`config.mk`:
```
export PLATFORM = sky130hd
export DESIGN_NAME = sequence_detector
export DESIGN_NICKNAME = d
export VERILOG_FILES = /design/src/rtl/seq_pkg.sv /design/src/rtl/sipo_shift_register.sv /design/src/rtl/sequence_detector.sv
export SDC_FILE = /design/constraint.sdc
export NUM_CORES = 1
export LEC_CHECK = 0
export CAP_MARGIN = 20
export CORE_MARGIN = 8
export CORE_UTILIZATION = 55
export DETAILED_ROUTE_END_ITERATION = 16
export PLACE_DENSITY = 0.8
export SYNTH_ARGS = -nofsm -noshare
export SYNTH_HDL_FRONTEND = slang
export SYNTH_SLANG_ARGS = --single-unit
```
`constraint.sdc`:
```
create_clock -name clk -period 2.7 [get_ports clk]
set_clock_uncertainty 0.05 [all_clocks]
set_input_delay 0.54 -clock clk [delete_from_list [all_inputs] [get_ports clk]]
set_output_delay 0.54 -clock clk [all_outputs]
set_load 0.01 [all_outputs]
```
`src/rtl/seq_pkg.sv`:
```
// Shared definitions for the serial pattern generator/detector pair:
// frame-lock state encodings and the default pattern.
package seq_pkg;

  localparam int SEQ_LEN = 6;
  localparam logic [SEQ_LEN-1:0] SEQ_PATTERN = 6'b010011;

  typedef enum logic [2:0] {
    ST_HUNT   = 3'b001,
    ST_CHECK  = 3'b010,
    ST_LOCKED = 3'b100
  } state_t;

endpackage

```
`src/rtl/sipo_shift_register.sv`:
```
// Serial-in parallel-out shift register with a saturating fill counter,
// so the detector knows when a full LEN-bit window has been received.
module sipo_shift_register #(
  parameter int LEN = 6
) (
  input  logic           clk,
  input  logic           rst_n,
  input  logic           clr,
  input  logic           shift_en,
  input  logic           serial_in,
  output logic [LEN-1:0] q,
  output logic           full,
  output logic           almost_full
);

  localparam int FW = $clog2(LEN + 1);

  logic [LEN-1:0] r_q;
  logic [FW-1:0]  r_fill;

  always_ff @(posedge clk or negedge rst_n) begin
    if (!rst_n) begin
      r_q    <= '0;
      r_fill <= '0;
    end else if (clr) begin
      r_q    <= '0;
      r_fill <= '0;
    end else if (shift_en) begin
      r_q <= {r_q[LEN-2:0], serial_in};
      if (r_fill != FW'(LEN))
        r_fill <= r_fill + 1'b1;
    end
  end

  // almost_full lets the consumer see that the current beat completes the window
  assign q           = r_q;
  assign full        = (r_fill == FW'(LEN));
  assign almost_full = (r_fill == FW'(LEN - 1));

endmodule

```
`src/rtl/sequence_detector.sv`:
```
// Serial pattern detector with HUNT/CHECK/LOCKED frame-lock FSM and
// saturating match/error statistics. All outputs are registered.
module sequence_detector
  import seq_pkg::*;
#(
  parameter int             LEN     = SEQ_LEN,
  parameter logic [LEN-1:0] PATTERN = LEN'(SEQ_PATTERN),
  parameter int             LOCK_N  = 3,
  parameter int             MISS_N  = 2,
  parameter int             CNT_W   = 8
) (
  input  logic             clk,
  input  logic             rst_n,
  input  logic             serial_in,
  input  logic             in_valid,
  input  logic             clr,
  output logic [LEN-1:0]   parallel_data_out,
  output logic             match,
  output logic             locked,
  output logic [CNT_W-1:0] match_cnt,
  output logic [CNT_W-1:0] err_cnt
);

  localparam int PW = $clog2(LEN + 1);
  localparam int GW = $clog2(LOCK_N + 1);
  localparam int MW = $clog2(MISS_N + 1);

  function automatic logic [CNT_W-1:0] sat_inc(input logic [CNT_W-1:0] v);
    return (&v) ? v : v + 1'b1;
  endfunction

  logic [LEN-1:0]   w_q;
  logic             w_full;
  logic             w_almost_full;
  logic [LEN-1:0]   w_shreg_next;
  logic             w_hit;
  logic [PW-1:0]    w_phase_inc;
  logic             w_boundary;
  logic [GW-1:0]    w_good_inc;
  logic [MW-1:0]    w_miss_inc;

  state_t           r_state;
  logic [PW-1:0]    r_phase;
  logic [GW-1:0]    r_good;
  logic [MW-1:0]    r_miss;
  logic             r_match;
  logic             r_locked;
  logic [CNT_W-1:0] r_match_cnt;
  logic [CNT_W-1:0] r_err_cnt;

  sipo_shift_register #(.LEN(LEN)) u_sipo (
    .clk         (clk),
    .rst_n       (rst_n),
    .clr         (clr),
    .shift_en    (in_valid),
    .serial_in   (serial_in),
    .q           (w_q),
    .full        (w_full),
    .almost_full (w_almost_full)
  );

  // Hit is evaluated on the window as it will look after this beat
  assign w_shreg_next = {w_q[LEN-2:0], serial_in};
  assign w_hit        = in_valid && (w_full || w_almost_full) && (w_shreg_next == PATTERN);
  assign w_phase_inc  = r_phase + 1'b1;
  assign w_boundary   = (w_phase_inc == PW'(LEN));
  assign w_good_inc   = r_good + 1'b1;
  assign w_miss_inc   = r_miss + 1'b1;

  always_ff @(posedge clk or negedge rst_n) begin
    if (!rst_n) begin
      r_state     <= ST_HUNT;
      r_phase     <= '0;
      r_good      <= '0;
      r_miss      <= '0;
      r_match     <= 1'b0;
      r_locked    <= 1'b0;
      r_match_cnt <= '0;
      r_err_cnt   <= '0;
    end else if (clr) begin
      r_state     <= ST_HUNT;
      r_phase     <= '0;
      r_good      <= '0;
      r_miss      <= '0;
      r_match     <= 1'b0;
      r_locked    <= 1'b0;
      r_match_cnt <= '0;
      r_err_cnt   <= '0;
    end else begin
      r_match <= w_hit;
      if (w_hit)
        r_match_cnt <= sat_inc(r_match_cnt);
      if (in_valid) begin
        unique case (r_state)
          ST_HUNT: begin
            if (w_hit) begin
              r_phase <= '0;
              r_good  <= GW'(1);
              if (LOCK_N == 1) begin
                r_state  <= ST_LOCKED;
                r_locked <= 1'b1;
                r_miss   <= '0;
              end else begin
                r_state <= ST_CHECK;
              end
            end
          end
          ST_CHECK: begin
            if (!w_boundary) begin
              r_phase <= w_phase_inc;
            end else if (w_hit) begin
              r_phase <= '0;
              r_good  <= w_good_inc;
              if (w_good_inc == GW'(LOCK_N)) begin
                r_state  <= ST_LOCKED;
                r_locked <= 1'b1;
                r_miss   <= '0;
              end
            end else begin
              r_state <= ST_HUNT;
              r_phase <= '0;
              r_good  <= '0;
            end
          end
          ST_LOCKED: begin
            // Off-boundary hits only pulse match; alignment stays on the locked phase
            if (!w_boundary) begin
              r_phase <= w_phase_inc;
            end else begin
              r_phase <= '0;
              if (w_hit) begin
                r_miss <= '0;
              end else begin
                r_miss    <= w_miss_inc;
                r_err_cnt <= sat_inc(r_err_cnt);
                if (w_miss_inc == MW'(MISS_N)) begin
                  r_state  <= ST_HUNT;
                  r_locked <= 1'b0;
                  r_good   <= '0;
                  r_miss   <= '0;
                end
              end
            end
          end
          default: begin
            r_state  <= ST_HUNT;
            r_locked <= 1'b0;
          end
        endcase
      end
    end
  end

  assign parallel_data_out = w_q;
  assign match             = r_match;
  assign locked            = r_locked;
  assign match_cnt         = r_match_cnt;
  assign err_cnt           = r_err_cnt;

endmodule
```
## Yosys cells after proc, flatten, opt, wreduce, memory -nomap -nowiden

Index checks and enable logic that the tools add are counted.
W data, S select, Z words.

| storage, ports and cells | value |
|---|---|
| register bits after elaboration | 37 |
| bits in latches | 0 |
| memory bits (writable) | 0 |
| bits in read-only memories | 0 |
| input bits | 5 |
| output and inout port bits | 24 |
| word-level logic and storage cells | 117 |
| memories kept | 0 |

| operators by class | value |
|---|---|
| add/subtract/negate cells | 6 |
| multiply operators | 0 |
| divide/modulo/power cells | 0 |
| $lt $le $gt $ge | 0 |
| equality and inequality tests | 22 |
| shift-type cells | 0 |
| multiplexer cells | 57 |
| bitwise operators | 0 |
| reduce and logical (&&, ||, !) cells | 22 |

Operators by type and width:

| kind | number |
|---|---|
| $mux W8 | 9 |
| $mux W3 | 16 |
| $mux W2 | 16 |
| $ne A3 B3 Y1 const B | 8 |
| $reduce_and A8 Y1 | 3 |
| $add A8 B1 Y8 const B | 2 |
| $reduce_and A7 Y1 | 2 |
| $eq A3 B3 Y1 const B | 4 |
| $mux W6 | 2 |
| $reduce_bool A2 Y1 | 5 |
| $mux W1 | 9 |
| $pmux W3 S3 | 1 |
| $ne A2 B2 Y1 const B | 4 |
| $add A3 B1 Y3 const B | 2 |
| $eq A6 B5 Y1 const B | 1 |
| $pmux W2 S3 | 1 |
| $pmux W3 S2 | 1 |
| $reduce_and A6 Y1 | 1 |
| $reduce_bool A3 Y1 | 2 |
| $reduce_and A5 Y1 | 1 |
| $add A2 B1 Y2 const B | 2 |
| $eq A2 B2 Y1 const B | 2 |
| $ne A4 B4 Y1 const B | 1 |
| $pmux W2 S2 | 1 |
| other kinds (9) | 11 |

## Logic depth before layout (Yosys ltp)

Gate-level depths: netlist of run 1.

| logic depth | value |
|---|---|
| word-level depth | 9 |
| mapped depth | 8 |
| mapped depth without buffers | 7 |

## By module

Synthesis of run 1 repeated with hierarchy kept, for this count alone.

| second synthesis, totals | value |
|---|---|
| cell total of the unflattened synthesis | 209 |
| area total of the unflattened synthesis | 2115.8 µm² |

By module, submodules not included:

| module | instances | cells each | area each (µm²) | seq. area each (µm²) |
|---|---|---|---|---|
| sequence_detector | 1 | 169 | 1645.3 | 701.9 |
| sipo_shift_register | 1 | 40 | 470.5 | 225.2 |

## Worst setup path after synthesis of run 1

No wires, ideal clock.

| timing path | value |
|---|---|
| kind | register to register |
| start | reg u_sipo.r_q[2] (netlist: u_sipo.q[2]) |
| end | reg r_phase[0] |
| library setup time | 127 ps |
| data arrival time | 2084 ps |
| data required time | 2523 ps |
| setup slack | 438 ps |
| cell stages (with the launch flop) | 6 |
| buffers on the path | 0 |
| period minus slack after synthesis | 2262 ps |
| cell sequence | dfrtp_1 > or4b_1 > or3_4 > o31ai_4 > a21o_4 > mux2_1 |

| on the way | value |
|---|---|
| word-level cells in the longest chain between the ends | 4 |

RTL lines:

| element | line | source |
|---|---|---|
| start, declared | sipo_shift_register.sv:18 | `logic [LEN-1:0] r_q;` |
| start signal, assigned | sipo_shift_register.sv:29 | `r_q <= {r_q[LEN-2:0], serial_in};` |
| $eq A6 B5 Y1 | sequence_detector.sv:64 | `assign w_hit = in_valid && (w_full \|\| w_almost_full) && (w_shreg_next == PATTERN);` |
| $logic_and A1 B1 Y1 | sequence_detector.sv:64 |  |
| $ne A3 B3 Y1 (no source line) | -- |  |
| $reduce_and A3 Y1 (no source line) | -- |  |
| end signal, assigned | sequence_detector.sv:110 | `r_phase <= w_phase_inc;` |
| end signal, assigned | sequence_detector.sv:128 | `r_phase <= w_phase_inc;` |
| end, declared | sequence_detector.sv:43 | `logic [PW-1:0] r_phase;` |

Every way passes these cells.
A chain may end at the register's enable or synchronous reset.

## Worst setup path in the final report of run 1

| timing path | value |
|---|---|
| start | reg u_sipo.r_q[2] (netlist: u_sipo.q[2]) |
| end | reg r_match_cnt[3] (netlist: match_cnt[3]) |

| on the way | value |
|---|---|
| word-level cells in the longest chain between the ends | 4 |

RTL lines:

| element | line | source |
|---|---|---|
| $eq A6 B5 Y1 | sequence_detector.sv:64 |  |
| $logic_and A1 B1 Y1 | sequence_detector.sv:64 |  |
| $reduce_bool A2 Y1 (no source line) | -- |  |
| $reduce_and A2 Y1 (no source line) | -- |  |
| end signal, assigned | sequence_detector.sv:92 | `r_match_cnt <= sat_inc(r_match_cnt);` |
| end, declared | sequence_detector.sv:48 | `logic [CNT_W-1:0] r_match_cnt;` |

Every way passes these cells.

==> results of run 1 <==
[per-stage QoR]
step	cell area, µm²	hold WS [ps]	total power, mW
after floorplan	2136	194.4	0.6157
after global placement	2504	432.2	0.6479
after detailed placement	2504	437.4	0.6495
after CTS	2590	312.0	1.028
after global routing	2590	365.4	1.060
final	2590	280.6	1.021
[sequential cells by signal, indices dropped and copies added, names as in the netlist]
name	count
r_miss	2
u_sipo.q	6
err_cnt	8
r_state	3
r_phase	3
u_sipo.r_fill	3
r_good	2
locked	1
match_cnt	8
match	1
[cell type report]
cell class	instances	share of cell area
multi-input cells	164	0.4401
flip-flops and latches	37	0.3580
repair buffers	38	0.1353
clock buffers	5	0.02657
well taps	48	0.02319
inverters	7	0.01014
clock inverters	3	0.006763
[worst max-delay path by stage]
stage	startpoint	end	slack [ps]	cells after the start
floorplan	u_sipo.q[2]	r_phase[0]	440	5
global placement	serial_in	match_cnt[3]	230	7
detailed placement	serial_in	match_cnt[3]	190	7
CTS	u_sipo.q[2]	match_cnt[3]	390	6
global route	u_sipo.q[2]	match_cnt[3]	270	6
finish	u_sipo.q[2]	match_cnt[3]	390	6
[kinds of logic (layout without fill, tap and decap cells)]
group	after synthesis	count (layout)	share of synthesized area
buf+inv	17	53	0.03222
flops	37	37	0.4341
xor+xnor	16	16	0.06561
mux	12	12	0.05800
fa+ha+maj	8	8	0.04687
compound gates	34	34	0.1219
simple gates	94	94	0.2414
[where the power goes]
group          switching [mW]  internal [mW]  leakage [nW]  total [mW]
logic                  0.0451         0.0283         0.550      0.0735
clock network           0.205          0.178        0.0439       0.383
registers             0.00597          0.559         0.511       0.565
total                   0.256          0.765          1.11        1.02
[worst register-to-register path, delay by kind of cell (launching register included)]
family,cells,cell delay (ps)
and+or+nand+nor,4,1350
DFF,1,450
buffers and inverters,1,190
xor gates and xnor gates,1,160
[per-layer routing]
metal | GRT usage | wire [µm] | vias up
li1 | - | - | 856
met1 | 0.2173 | 2253 | 834
met2 | 0.2693 | 2334 | 30
met3 | 0.03759 | 188 | 6
met4 | 0.04815 | 48 | 0
met5 | 0 | 0 | -
[cell usage after synthesis (2+ instances only)]
cell type  count
dfrtp_1       36
nor2_1        33
xnor2_1       13
nor3_1        12
nand2_1       10
mux2i_1        9
ha_1           8
inv_1          7
clkbuf_1       6
nand3_1        6
o21ai_0        6
a21oi_1        5
nor4_1         5
nand3b_1       3
nand4_1        3
nor3b_1        3
xor2_1         3
a21boi_0       2
a21o_1         2
a22oi_1        2
a31oi_1        2
and3_1         2
and4_1         2
buf_1          2
mux2_2         2
nand2b_1       2
nor4b_1        2
or3_1          2
or3b_2         2
==> Flow_metrics.wiki, run 1 <==
{| class="wikitable"
! Metric !! Value
|-
| Antenna Cells || 0
|-
| Cell accounting for the most synthesized area || dfrtp_1
|-
| Synth top area cells || dfrtp_1 42%, nor2_1 5.8%, xnor2_1 5.3%
|-
| Worst reg2reg path depth || 6
|-
| FF-to-FF setup slack || around 390 ps
|-
| Synthesized flop and latch total || 37
|-
| Synthesized netlist net count || 231
|-
| Layout cell share with drive strength beyond 1 || 0.1102
|-
| Worst Path Max Fanout || 11
|-
| Sort of element at the end of the critical path || flip-flop
|-
| Dpl ws || around 190 ps
|-
| Chain of cells forming the critical path || or4b_1 -> or3_4 -> buf_4 -> nor4b_1 -> xnor2_1 -> nor2_1
|-
| Worst Path Arrival || about 2400 ps
|-
| Actual transition at the worst max-transition pin || 807.5 ps
|-
| Number of search-and-repair iterations in the first detailed-routing pass || 4
|-
| Number of buffers and inverters on the critical path || 1
|-
| Number of max-slew violations in the final report || 0
|-
| Kind of critical path || flip-flop to flip-flop
|-
| Count of flip-flops with a built-in enable after synthesis || 0
|-
| Most used cells in the layout excluding fill and tap cells || 36 x dfrtp_1, 33 x nor2_1, 27 x clkdlybuf4s50_1
|-
| Antenna violations before repair || 0
|-
| Area of the multi-input gates || 1140 µm²
|-
| GRT Resource Usage Total || 0.1665
|-
| Number of H-tree levels || 2
|-
| TritonCTS clock tree || yes
|-
| Die height || 78.32 µm
|-
| Max-capacitance violation count || 0
|-
| Starting DRT DRC Count || 112
|-
| Residual DRC || 0
|-
| Worst Setup Start Kind || flip-flop
|-
| Hold_buf cts || 0
|-
| Net total in the final layout || 266
|-
| Reg2reg end || match_cnt[3]
|-
| Leading cell type in the layout, fill and taps excluded || dfrtp_1
|-
| Sequential fraction of the synthesis area || 0.4341
|-
| Post-Layout Cell Count || 302
|-
| Largest net degree at the start of global routing || 38
|-
| Biggest cell delay along the critical path || 580 ps
|-
| IO Pins || 29
|-
| Number of hold violations in the final report || 0
|-
| Global-route wire length before repair || approximately 8400 µm
|-
| Cell with the largest stage delay on the worst path || or4b_1
|-
| Util after Layout || 0.7022
|-
| Clock-pin slew on the worst setup and hold paths || 80 ps
|-
| Routed vias || 1726
|-
| Input/output buffers || 28
|-
| Yosys Warn Count || 0
|-
| Vias in the first global route || 1746
|-
| Standard-cell row count || 22
|-
| Fillcell total || 290
|-
| Setup TNS || 0 ps
|-
| Placed Instances || 294
|-
| Area of the core region || 3689 µm²
|-
| Min Clock Period, post-route || between 2000 and 2500 ps
|-
| RSZ-0062 raised after global routing || no
|-
| Area Growth Syn to Fin || 21.27%
|-
| Worst hold-check path type || input pin to asynchronous set/reset pin
|-
| CTS Root Cell || clkbuf_8
|-
| Post-Syn Area || 2136 µm²
|-
| Largest buffer count on any clock path || 2
|-
| Top cell type's share of synthesized area || 0.4218
|-
| Overflow left after global routing || 0
|-
| Flip-flop cell with the highest count after synthesis || dfrtp_1
|-
| Leakage power summed over all cells || 1.105 nW
|-
| Number of standard cells after synthesis || 218
|-
| Tcrit/Tclk final || 0.8556
|-
| Total length of routed wires || 4824 µm
|-
| Power density over cell area || between 300 and 400 nW/µm²
|-
| Post-CTS Setup Repair Bufs || 0
|-
| Number of library cell types mapped by synthesis || 55
|-
| Fraction of synthesis flops using an asynchronous set or reset pin || 1.000
|-
| Clock latency at the later pin of the worst-skew pair || ~290 ps
|-
| Weighted congestion reported at the end of routability-driven placement || 0.8398
|-
| Antenna Nets Post-Route || 0
|-
| Setup Viol. Count Final || 0
|-
| Die W || 78.32 µm
|-
| Clock sink count || 37
|-
| Detailed placement HPWL || 3481 µm
|-
| Drt via density || ~5.7
|-
| Mean area per synthesized cell || 9.797 µm²
|-
| Outcome || finished clean
|-
| Worst Path Required || 2830 ps
|-
| Die ar. || 6133 µm²
|-
| Worst vdd ir || 0.2837 mV
|-
| Worst reg2reg startpoint || u_sipo.q[2]
|-
| Headroom to the max-slew limit || 0.4617
|-
| DR WL/cell || between 15 and 20 µm
|-
| Worst setup margin || 389.8 ps
|-
| Crit path max-delay family || simple AND/OR/NAND/NOR gates
|-
| FMAX || 0.4329 GHz
|-
| FF+latch area || 927.1 µm²
|-
| Initial Util || 0.5790
|-
| Number of gates resized after CTS || 0
|-
| Total CTS buffers || 5
|}
No activity file was read; power rests on OpenSTA's default activity.
==> run 2, diff against run 1 <==
--- a/config.mk
+++ b/config.mk
@@ -9,6 +9,7 @@
 export CORE_MARGIN = 8
 export CORE_UTILIZATION = 55
 export DETAILED_ROUTE_END_ITERATION = 16
+export GPL_TIMING_DRIVEN = 1
 export PLACE_DENSITY = 0.8
 export SYNTH_ARGS = -nofsm -noshare
 export SYNTH_HDL_FRONTEND = slang
==> results of run 2 <==
No change in the layout: final DEF, timing and power equal those of run 1.
